### src/rtl/ov7670_pkg.sv
// Shared types and constants for the OV7670 SCCB register loader.
// OV7670_RESET_DELAY_EN adds the SETTLE state used after a COM7 soft reset.
package ov7670_pkg;

    typedef enum logic [2:0] {
        ST_IDLE,
        ST_LOAD,
        ST_START,
        ST_BITS,
        ST_STOP,
        ST_GAP
`ifdef OV7670_RESET_DELAY_EN
        , ST_SETTLE
`endif
    } sccb_state_e;

    localparam logic [7:0]  COM7_ADDR      = 8'h12;
    localparam int unsigned COM7_RESET_BIT = 7;
    localparam int unsigned FRAME_BITS     = 27;
    localparam int unsigned QTR_W          = 2;
    localparam int unsigned BIT_W          = 5;
    localparam int unsigned GAP_QUARTERS   = 8;

    // ACK slots follow each byte: bit indices 8, 17 and 26 counted from the MSB.
    function automatic logic is_dont_care(input logic [BIT_W-1:0] idx);
        return (idx == 5'd8) || (idx == 5'd17) || (idx == 5'd26);
    endfunction

endpackage

### src/rtl/sccb_tick_gen.sv
// Quarter-bit tick generator: one-clock tick every DIV clocks while enabled.
module sccb_tick_gen #(
    parameter int unsigned DIV = 1
) (
    input  logic clk,
    input  logic resetn,
    input  logic enable,
    output logic tick
);

    localparam int unsigned     CNT_W = (DIV > 1) ? $clog2(DIV) : 1;
    localparam logic [CNT_W-1:0] LAST = CNT_W'(DIV - 1);

    logic [CNT_W-1:0] cnt;

    always_ff @(posedge clk) begin
        if (!resetn) begin
            cnt  <= '0;
            tick <= 1'b0;
        end else if (!enable) begin
            cnt  <= '0;
            tick <= 1'b0;
        end else begin
            tick <= (cnt == LAST);
            cnt  <= (cnt == LAST) ? '0 : cnt + CNT_W'(1);
        end
    end

endmodule

### src/rtl/ov7670_sccb_master.sv
// Streams {register, value} commands from a ROM to the OV7670 over write-only SCCB.
// OV7670_RESET_DELAY_EN inserts a settle delay after a COM7 soft-reset write.
module ov7670_sccb_master
    import ov7670_pkg::*;
#(
    parameter int unsigned CLK_HZ            = 100_000_000,
    parameter int unsigned SCCB_HZ           = 100_000,
    parameter logic [7:0]  DEV_ADDR          = 8'h42,
    parameter int unsigned RESET_WAIT_CYCLES = 1_000_000
) (
    input  logic        clk,
    input  logic        resetn,
    input  logic [15:0] command,
    input  logic        finished,
    output logic        advance,
    output logic        sioc,
    output logic        siod_out,
    output logic        siod_oe,
    output logic        config_done
);

    localparam int unsigned DIV_RAW = CLK_HZ / (4 * SCCB_HZ);
    localparam int unsigned DIV     = (DIV_RAW < 1) ? 1 : DIV_RAW;
    localparam logic [BIT_W-1:0] LAST_BIT  = BIT_W'(FRAME_BITS - 1);
    localparam logic [BIT_W-1:0] GAP_LAST  = BIT_W'(GAP_QUARTERS / 4 - 1);
    localparam logic [QTR_W-1:0] Q_LAST    = QTR_W'(3);

    sccb_state_e            state, state_d;
    logic [QTR_W-1:0]       qtr, qtr_d;
    logic [BIT_W-1:0]       bit_idx, bit_idx_d;
    logic [FRAME_BITS-1:0]  frame;
    logic                   sioc_d, siod_out_d, siod_oe_d, advance_d, config_done_d;
    logic                   tick, tick_en;

`ifdef OV7670_RESET_DELAY_EN
    localparam logic [31:0] SETTLE_LAST =
        (RESET_WAIT_CYCLES == 0) ? 32'd0 : 32'(RESET_WAIT_CYCLES - 1);
    logic [31:0] settle_cnt, settle_cnt_d;
    logic        settle_req;

    assign settle_req = (frame[17:10] == COM7_ADDR) && frame[1 + COM7_RESET_BIT];
`else
    // Parameter retained so both builds share one instantiation interface.
    logic unused_reset_wait;
    assign unused_reset_wait = ^32'(RESET_WAIT_CYCLES);
`endif

    assign tick_en = (state == ST_LOAD) || (state == ST_START) || (state == ST_BITS) ||
                     (state == ST_STOP) || (state == ST_GAP);

    sccb_tick_gen #(.DIV(DIV)) u_tick (
        .clk    (clk),
        .resetn (resetn),
        .enable (tick_en),
        .tick   (tick)
    );

    // State, counters and registered bus outputs.
    always_ff @(posedge clk) begin
        if (!resetn) begin
            state       <= ST_IDLE;
            qtr         <= '0;
            bit_idx     <= '0;
            frame       <= '0;
            sioc        <= 1'b1;
            siod_out    <= 1'b1;
            siod_oe     <= 1'b0;
            advance     <= 1'b0;
            config_done <= 1'b0;
`ifdef OV7670_RESET_DELAY_EN
            settle_cnt  <= '0;
`endif
        end else begin
            state       <= state_d;
            qtr         <= qtr_d;
            bit_idx     <= bit_idx_d;
            sioc        <= sioc_d;
            siod_out    <= siod_out_d;
            siod_oe     <= siod_oe_d;
            advance     <= advance_d;
            config_done <= config_done_d;
`ifdef OV7670_RESET_DELAY_EN
            settle_cnt  <= settle_cnt_d;
`endif
            if (state == ST_LOAD) begin
                frame <= {DEV_ADDR, 1'b1, command[15:8], 1'b1, command[7:0], 1'b1};
            end
        end
    end

    // Next-state logic; outputs are decoded from the next state so they align with it.
    always_comb begin
        state_d       = state;
        qtr_d         = qtr;
        bit_idx_d     = bit_idx;
        advance_d     = 1'b0;
        config_done_d = (state == ST_IDLE) && finished;
`ifdef OV7670_RESET_DELAY_EN
        settle_cnt_d  = settle_cnt;
`endif

        case (state)
            ST_IDLE: begin
                if (!finished) state_d = ST_LOAD;
            end
            ST_LOAD: begin
                state_d   = ST_START;
                qtr_d     = '0;
                bit_idx_d = '0;
            end
            ST_START: begin
                if (tick) begin
                    qtr_d = qtr + QTR_W'(1);
                    if (qtr == Q_LAST) state_d = ST_BITS;
                end
            end
            ST_BITS: begin
                if (tick) begin
                    qtr_d = qtr + QTR_W'(1);
                    if (qtr == Q_LAST) begin
                        if (bit_idx == LAST_BIT) begin
                            state_d   = ST_STOP;
                            bit_idx_d = '0;
                        end else begin
                            bit_idx_d = bit_idx + BIT_W'(1);
                        end
                    end
                end
            end
            ST_STOP: begin
                if (tick) begin
                    qtr_d = qtr + QTR_W'(1);
                    if (qtr == QTR_W'(2)) advance_d = 1'b1;
                    if (qtr == Q_LAST) begin
                        bit_idx_d = '0;
`ifdef OV7670_RESET_DELAY_EN
                        if (settle_req) begin
                            state_d      = ST_SETTLE;
                            settle_cnt_d = '0;
                        end else begin
                            state_d = ST_GAP;
                        end
`else
                        state_d = ST_GAP;
`endif
                    end
                end
            end
            ST_GAP: begin
                // bit_idx counts groups of four quarters here.
                if (tick) begin
                    qtr_d = qtr + QTR_W'(1);
                    if (qtr == Q_LAST) begin
                        if (bit_idx == GAP_LAST) begin
                            state_d   = ST_IDLE;
                            bit_idx_d = '0;
                        end else begin
                            bit_idx_d = bit_idx + BIT_W'(1);
                        end
                    end
                end
            end
`ifdef OV7670_RESET_DELAY_EN
            ST_SETTLE: begin
                if (settle_cnt == SETTLE_LAST) begin
                    state_d   = ST_GAP;
                    qtr_d     = '0;
                    bit_idx_d = '0;
                end else begin
                    settle_cnt_d = settle_cnt + 32'd1;
                end
            end
`endif
            default: state_d = ST_IDLE;
        endcase

        sioc_d     = 1'b1;
        siod_out_d = 1'b1;
        siod_oe_d  = 1'b0;
        case (state_d)
            ST_START: begin
                siod_oe_d  = 1'b1;
                siod_out_d = (qtr_d == QTR_W'(0));
                sioc_d     = (qtr_d != Q_LAST);
            end
            ST_BITS: begin
                sioc_d     = (qtr_d == QTR_W'(1)) || (qtr_d == QTR_W'(2));
                siod_oe_d  = !is_dont_care(bit_idx_d);
                siod_out_d = siod_oe_d ? frame[LAST_BIT - bit_idx_d] : 1'b1;
            end
            ST_STOP: begin
                sioc_d     = (qtr_d != QTR_W'(0));
                siod_oe_d  = (qtr_d != Q_LAST);
                siod_out_d = (qtr_d == Q_LAST);
            end
            default: ;
        endcase
    end

endmodule

### config.mk
export PLATFORM = sky130hd
export DESIGN_NAME = ov7670_sccb_master
export DESIGN_NICKNAME = d
export VERILOG_FILES = /design/src/rtl/ov7670_pkg.sv /design/src/rtl/sccb_tick_gen.sv /design/src/rtl/ov7670_sccb_master.sv
export SDC_FILE = /design/constraint.sdc
export NUM_CORES = 1
export LEC_CHECK = 0
export ABC_AREA = 1
export ABC_CLOCK_PERIOD_IN_PS = 3120
export CAP_MARGIN = 20
export CORE_UTILIZATION = 50
export CTS_CLUSTER_SIZE = 10
export DETAILED_ROUTE_END_ITERATION = 10
export MAX_ROUTING_LAYER = met4
export PLACE_DENSITY = 0.71
export SLEW_MARGIN = 10
export SYNTH_ARGS = -nofsm -noshare
export SYNTH_HDL_FRONTEND = slang
export SYNTH_SLANG_ARGS = --single-unit
### constraint.sdc
create_clock -name clk -period 3.12 [get_ports clk]
set_input_delay 0.624 -clock clk [delete_from_list [all_inputs] [get_ports clk]]
set_output_delay 0.624 -clock clk [all_outputs]
set_load 0.1 [all_outputs]
; After elaboration in Yosys (flattened, before gate mapping)
; Index checks and enable logic that the tools add are counted.
[totals]
ff_bits = 43
latch_bits = 0
mem_bits_rw = 0
mem_bits_ro = 0
inputBits = 19
out_inout_bits = 5
word_cells = 84
memories = 0
[classes]
add_sub_neg = 4
n_mul = 0
n_div = 0
order_cmp = 1
n_eq_ne = 20
n_shift = 0
muxes = 30
bitwise_logic = 2
reduce_logical = 16
[ops]
columns = op, n
row1 = $mux 5, 8
row2 = $mux 3, 11
row3 = $pmux 5 s4, 1
row4 = $pmux 3 s6, 1
row5 = $eq 5x5->1 const B, 3
row6 = $eq 3x2->1 const B, 4
row7 = $eq 3x3->1 const B, 3
row8 = $pmux 1 s3, 3
row9 = $add 8x1->8 const B, 1
row10 = $eq 2x2->1 const B, 4
row11 = $eq 8x8->1 const B, 1
row12 = $logic_or 1x1->1, 7
row13 = $lt 5x6->1 const B, 1
row14 = $add 5x1->5 const B, 1
row15 = $bmux 1 s5, 1
row16 = $eq 5x1->1 const B, 1
row17 = $eq 5x4->1 const B, 1
row18 = $sub 5x5->5 const A, 1
row19 = $pmux 2 s2, 1
row20 = $reduce_or 4->1, 1
row21 = $eq 3x1->1 const B, 1
row22 = $logic_not 3->1, 1
row23 = $mux 1, 3
row24 = $reduce_and 3->1, 1
row25 = other kinds (11), 12

; Logic depth before layout (Yosys ltp)
[depth]
depth_word = 10
ltp_mapped = 22
mapped_depth_nobuf = 21

; Cells and area by module
; From an unflattened synthesis, not the netlist that was laid out.
[unflattened]
cells_unflattened = 367
hier_area_um2 = 2403.6
[modules_own_cells]
columns = mod, instances, cells_per_inst, area_per_inst_um2, seq_area_each_um2
row1 = ov7670_sccb_master, 1, 312, 1990.7, 640.6
row2 = sccb_tick_gen, 1, 55, 412.9, 180.2

; Worst setup path after synthesis
; Ideal clock, no wire load.
[synth_path]
path_type = register to register
from = register qtr[0]
to = register siod_out
setup_ns = 0.115
arrival_time_ns = 2.233
required_ns = 3.005
path_slack_ns = 0.772
stages_incl_launch_ff = 20
n_path_buf = 1
synth_period_minus_slack_ns = 2.348
path_cell_list = dfxtp_1 -> ha_1 -> nand2_1 -> clkinv_1 -> nand3_4 -> nor2_2 -> nand2_4 -> nand2_4 -> buf_12 -> ha_1 -> inv_1 -> nand3_1 -> nand2_1 -> nand2_1 -> nand2_1 -> nand2_1 -> nand3_1 -> nand3_1 -> nand2_1 -> nand2_1
[synth_between]
elab_chain_len = 9
elab_cells_between_ends = 35
classes_between = add/sub (2) / eq/ne (8) / mux (22) / reduce/logical (3)
[synth_lines]
columns = element, line
row1 = from (decl), ov7670_sccb_master.sv:29  ; logic [QTR_W-1:0] qtr, qtr_d;
row2 = from (signal assigned), ov7670_sccb_master.sv:75  ; qtr <= qtr_d;
row3 = $eq 2x2->1 *, "ov7670_sccb_master.sv:120, ov7670_sccb_master.sv:134, ov7670_sccb_master.sv:153"
row4 = "$mux 5, on equally long branches", "ov7670_sccb_master.sv:153, ov7670_sccb_master.sv:120, ov7670_sccb_master.sv:134"
row5 = "$mux 5, on equally long branches", "ov7670_sccb_master.sv:151, ov7670_sccb_master.sv:118, ov7670_sccb_master.sv:131"
row6 = $pmux 5 s4 *, ov7670_sccb_master.sv:102  ; case (state)
row7 = via bit_idx_d[0], ov7670_sccb_master.sv:30  ; logic [BIT_W-1:0] bit_idx, bit_idx_d;
row8 = $sub 5x5->5 (tied with other cells), ov7670_sccb_master.sv:189  ; siod_out_d = siod_oe_d ? frame[LAST_BIT - bit_idx_d] : 1'b1;
row9 = $bmux 1 s5 / $logic_or 1x1->1 (equally long branches), "ov7670_sccb_master.sv:189, ov7670_pkg.sv:26"
row10 = $mux 1 (implied by the code) / $logic_or 1x1->1 (equally long branches), "ov7670_sccb_master.sv:189, ov7670_pkg.sv:26"
row11 = $mux 1 *, ov7670_sccb_master.sv:189
row12 = $pmux 1 s3 *, ov7670_sccb_master.sv:180  ; case (state_d)
row13 = to (signal assigned), ov7670_sccb_master.sv:78  ; siod_out <= siod_out_d;
row14 = to (decl), ov7670_sccb_master.sv:17  ; output logic siod_out,
; The timed path passes the listed nets; every way through them passes the cells marked *. The select of a mux whose other input is x is not followed.
; A chain may end at the register's enable or synchronous reset.

; Final worst setup path
[layout_path]
from = register qtr[0]
to = register siod_out
[layout_between]
elab_chain_len = 9
elab_cells_between_ends = 35
classes_between = add/sub (2) / eq/ne (8) / mux (22) / reduce/logical (3)
[layout_lines]
columns = element, line
row1 = $eq 2x2->1, -
row2 = "$mux 5, on equally long branches", "ov7670_sccb_master.sv:153, ov7670_sccb_master.sv:120, ov7670_sccb_master.sv:134"
row3 = "$mux 5, on equally long branches", "ov7670_sccb_master.sv:151, ov7670_sccb_master.sv:118, ov7670_sccb_master.sv:131"
row4 = $pmux 5 s4, ov7670_sccb_master.sv:102
row5 = $sub 5x5->5 (tied with other cells), ov7670_sccb_master.sv:189
row6 = $bmux 1 s5 / $logic_or 1x1->1 (equally long branches), "ov7670_sccb_master.sv:189, ov7670_pkg.sv:26"
row7 = $mux 1 (implied by the code) / $logic_or 1x1->1 (equally long branches), "ov7670_sccb_master.sv:189, ov7670_pkg.sv:26"
row8 = $mux 1, ov7670_sccb_master.sv:189
row9 = $pmux 1 s3 *, ov7670_sccb_master.sv:180
; Mark *: on every way between the ends. The rest lies on a longest branch, timed or not. The select of a mux whose other input is x is not followed.

==> run metrics <==
Most used DFF post-synth=dfxtp_1; Final setup viols=0; Comb pwr share=between 10% and 20%; CTS H-tree depth=2; leakage power=around 0.0012 uW; largest family of logic cells by synthesized area=simple AND/OR/NAND/NOR gates; DRT iter0 DRCs=119; post-synthesis adder-cell area fraction=7.299%; CTS tree=built; clock group share of total power=35.1%; Tmin final=2.631 ns; first-pass GRT wire length=8970 um; Seq/Total Area, Yosys=between 30% and 40%; Syn Inst Count=approximately 360; post-synthesis compound-gate area fraction=8.081%; xor/xnor share of the synthesized area=less than 1%; final setup skew=0.002986 ns; fraction of registers with async set/reset=0%; total power=1188 uW; mux share of post-synthesis cell area=0%; hold crit path type=flip-flop to flip-flop; Worst EP required=3.31 ns; Post-Synth Simple-Gate Area=40.88%; Post-synth EDFFs=0; Place WS=0.5239 ns; top-level port count=24; hold buffers post-CTS=0; grt ovf=0; cts bufs inserted=5; reg2reg start=qtr[0]; Die Wd=71.28 um; HPWL Detailed=3874 um; # nets final=about 420; Synth warnings=0; hold wc startpoint=u_tick.cnt[0]; TritonCTS Sinks=~40; # DRC=2; Filler Cell Count=414; routed vias=2,221; failing checks=design-rule violations; core area=between 4000 and 5000 um^2; library cells used by synthesis=30; FF-to-FF path depth=18; max cap viols=0; Slew Viols, Final=0; Critical Path AT=2.82 ns; Total Routing Usage GR=23.14%; Max Fclk=380.1 MHz; IO buf count=23; Post-CTS Setup Bufs=0; critical path class=flip-flop to flip-flop; Clk Latency, worst-skew pair=roughly 0.29 ns; Antenna Violating Nets Remaining=0; initial antenna violation count=0; Hold Path Sink=u_tick.cnt[0]; post-DR vias/cell=about 5; Util after Layout=61.75%; Crit Path Max Fanout=13; CTS clk-pin slew, worst paths=~0.08 ns; FF-to-FF End=siod_out; post_cts resized=0; VDD IR-drop max=around 0.25 mV; Post-Syn Nets=around 400; worst hold stages=1; CTS root buffer=clkbuf_8; sw frac=27.79%; P per Cell Area=~430 nW/um^2; Final Hold Fails=0; #FFs+latches synth=41; measured slew at the worst slew-check pin=a little under 0.4 ns; Site Rows=24; setup ws final=0.4893 ns; DR pass1 iterations=7; Final period util=84.32%; Routability Congestion=about 0.94; Int Pwr=857.6 uW; Syn Area/Cell=6.593 um^2; vias in the first global route=2,033; Flop pwr share=roughly half; Starting Density=53.64%; Die Ht=71.28 um; CP endpoint kind=flip-flop; pin count of the biggest net entering global routing=23; Layout Area Growth over Synthesis=15.12%; status=finished with violations; reg-to-reg slack, setup=between 0.4 and 0.5 ns; die area=5081 um^2; Clock Tree Buf Depth=2; Slew HR=73.95%; Sw Pwr=330.0 uW; share of cells above drive strength 1=9.231%; critical path startpoint category=flip-flop; routed len/inst=11.34 um; diodes inserted=0; Min Hold Slack=0.4774 ns; WL final=between 5000 and 6000 um; Post-Syn Area=2400 um^2; RSZ-0062 raised after global routing=no; final setup TNS=0 ns
[worst max-delay path, stage by stage (launching register included)]
cell and delay, ns:
dfxtp_1 0.39, ha_1 0.28, nand2_1 0.12, clkinv_1 0.10
nand3_4 0.11, nor2_2 0.17, nand2_4 0.12, nand2_4 0.16
ha_1 0.32, inv_1 0.17, nand3_1 0.10, nand2_1 0.06
nand2_1 0.04, nand2_1 0.06, nand2_1 0.04, nand3_1 0.07
nand3_1 0.07, nand2_1 0.07, nand2_1 0.04
[through the flow]
step / std cells / instance area [um^2]
floorplan: 364 / 2400
global placement: 435 / 2659
detailed placement: 435 / 2659
CTS: 442 / 2763
global route: 442 / 2763
finish: 442 / 2763
[final cells by class]
class | instances | area, um^2 | share of cell area [%]
clock buffers | 5 | 68.82 | 2.491
inverters | 44 | 165.2 | 5.978
clock inverters | 2 | 35.03 | 1.268
flip-flops and latches | 41 | 820.8 | 29.71
multi-input cells | 272 | 1368 | 49.50
well taps | 52 | 65.06 | 2.355
repair buffers | 26 | 240.2 | 8.696
[per-layer routing]
| metal | up-vias | routed length [um] | GRT usage (%) |
|---|---|---|---|
| li1 | 1196 | - | - |
| met1 | 973 | 2376 | 27.06 |
| met2 | 45 | 2350 | 38.84 |
| met3 | 7 | 214 | 5.204 |
| met4 | 0 | 70 | 8.667 |
| met5 | - | 0 | - |
[worst max path at each step]
stage          cells past startpoint  slack (ns)   start        to
6_report                          18        0.49  qtr[0]  siod_out
5_1_grt                           18        0.23  qtr[0]  siod_out
4_1_cts                           18        0.50  qtr[0]  siod_out
3_5_place_dp                      18        0.52  qtr[0]  siod_out
3_3_place_gp                      18        0.57  qtr[0]  siod_out
2_1_floorplan                     19        0.77  qtr[0]  siod_out
[layout by cell type (no fill, tap or decap), types with 3 or more instances in the layout]
master	instances
nand2_4	3
nand3_1	35
dfxtp_1	41
buf_4	8
nor3_1	6
nand2_2	9
clkbuf_8	5
o21ai_0	22
clkdlybuf4s50_1	18
ha_1	14
nand4_1	5
inv_1	40
a21oi_1	4
nor2_1	73
nand2_1	85
[flip-flops by register name, indices dropped and copies added, names as in the netlist]
signal / flops
sioc: 1
u_tick.tick: 1
siod_out: 1
siod_oe: 1
frame: 17
bit_idx: 5
config_done: 1
u_tick.cnt: 8
qtr: 2
state: 3
advance: 1
[power groups by stage]
| stage | logic, uW | clock network (uW) | registers, uW |
|---|---|---|---|
| after global placement | 195 | 0 | 587 |
| after floorplan | 99.6 | 0 | 624 |
| after detailed placement | 197 | 0 | 588 |
| after global routing | 221 | 453 | 579 |
| after CTS | 197 | 428 | 575 |
| final | 196 | 416 | 575 |
[logic make-up after synthesis]
group / count (synthesis)
buf+inv: 51
simple gates: 222
xor+xnor: 2
fa+ha+maj: 14
flops: 41
compound gates: 34
[cells in the mapped netlist, drive strengths merged (5+ instances only)]
cell	n	area, um^2
nand2	97	409.1
nor2	75	286.5
inv	42	157.6
dfxtp	41	820.8
nand3	37	210.2
o21ai	23	118.9
ha	14	175.2
nor3	6	30.03
a21oi	5	28.78
clkbuf	5	18.77
nand4	5	31.28
Power figures use the tool's default switching activity.
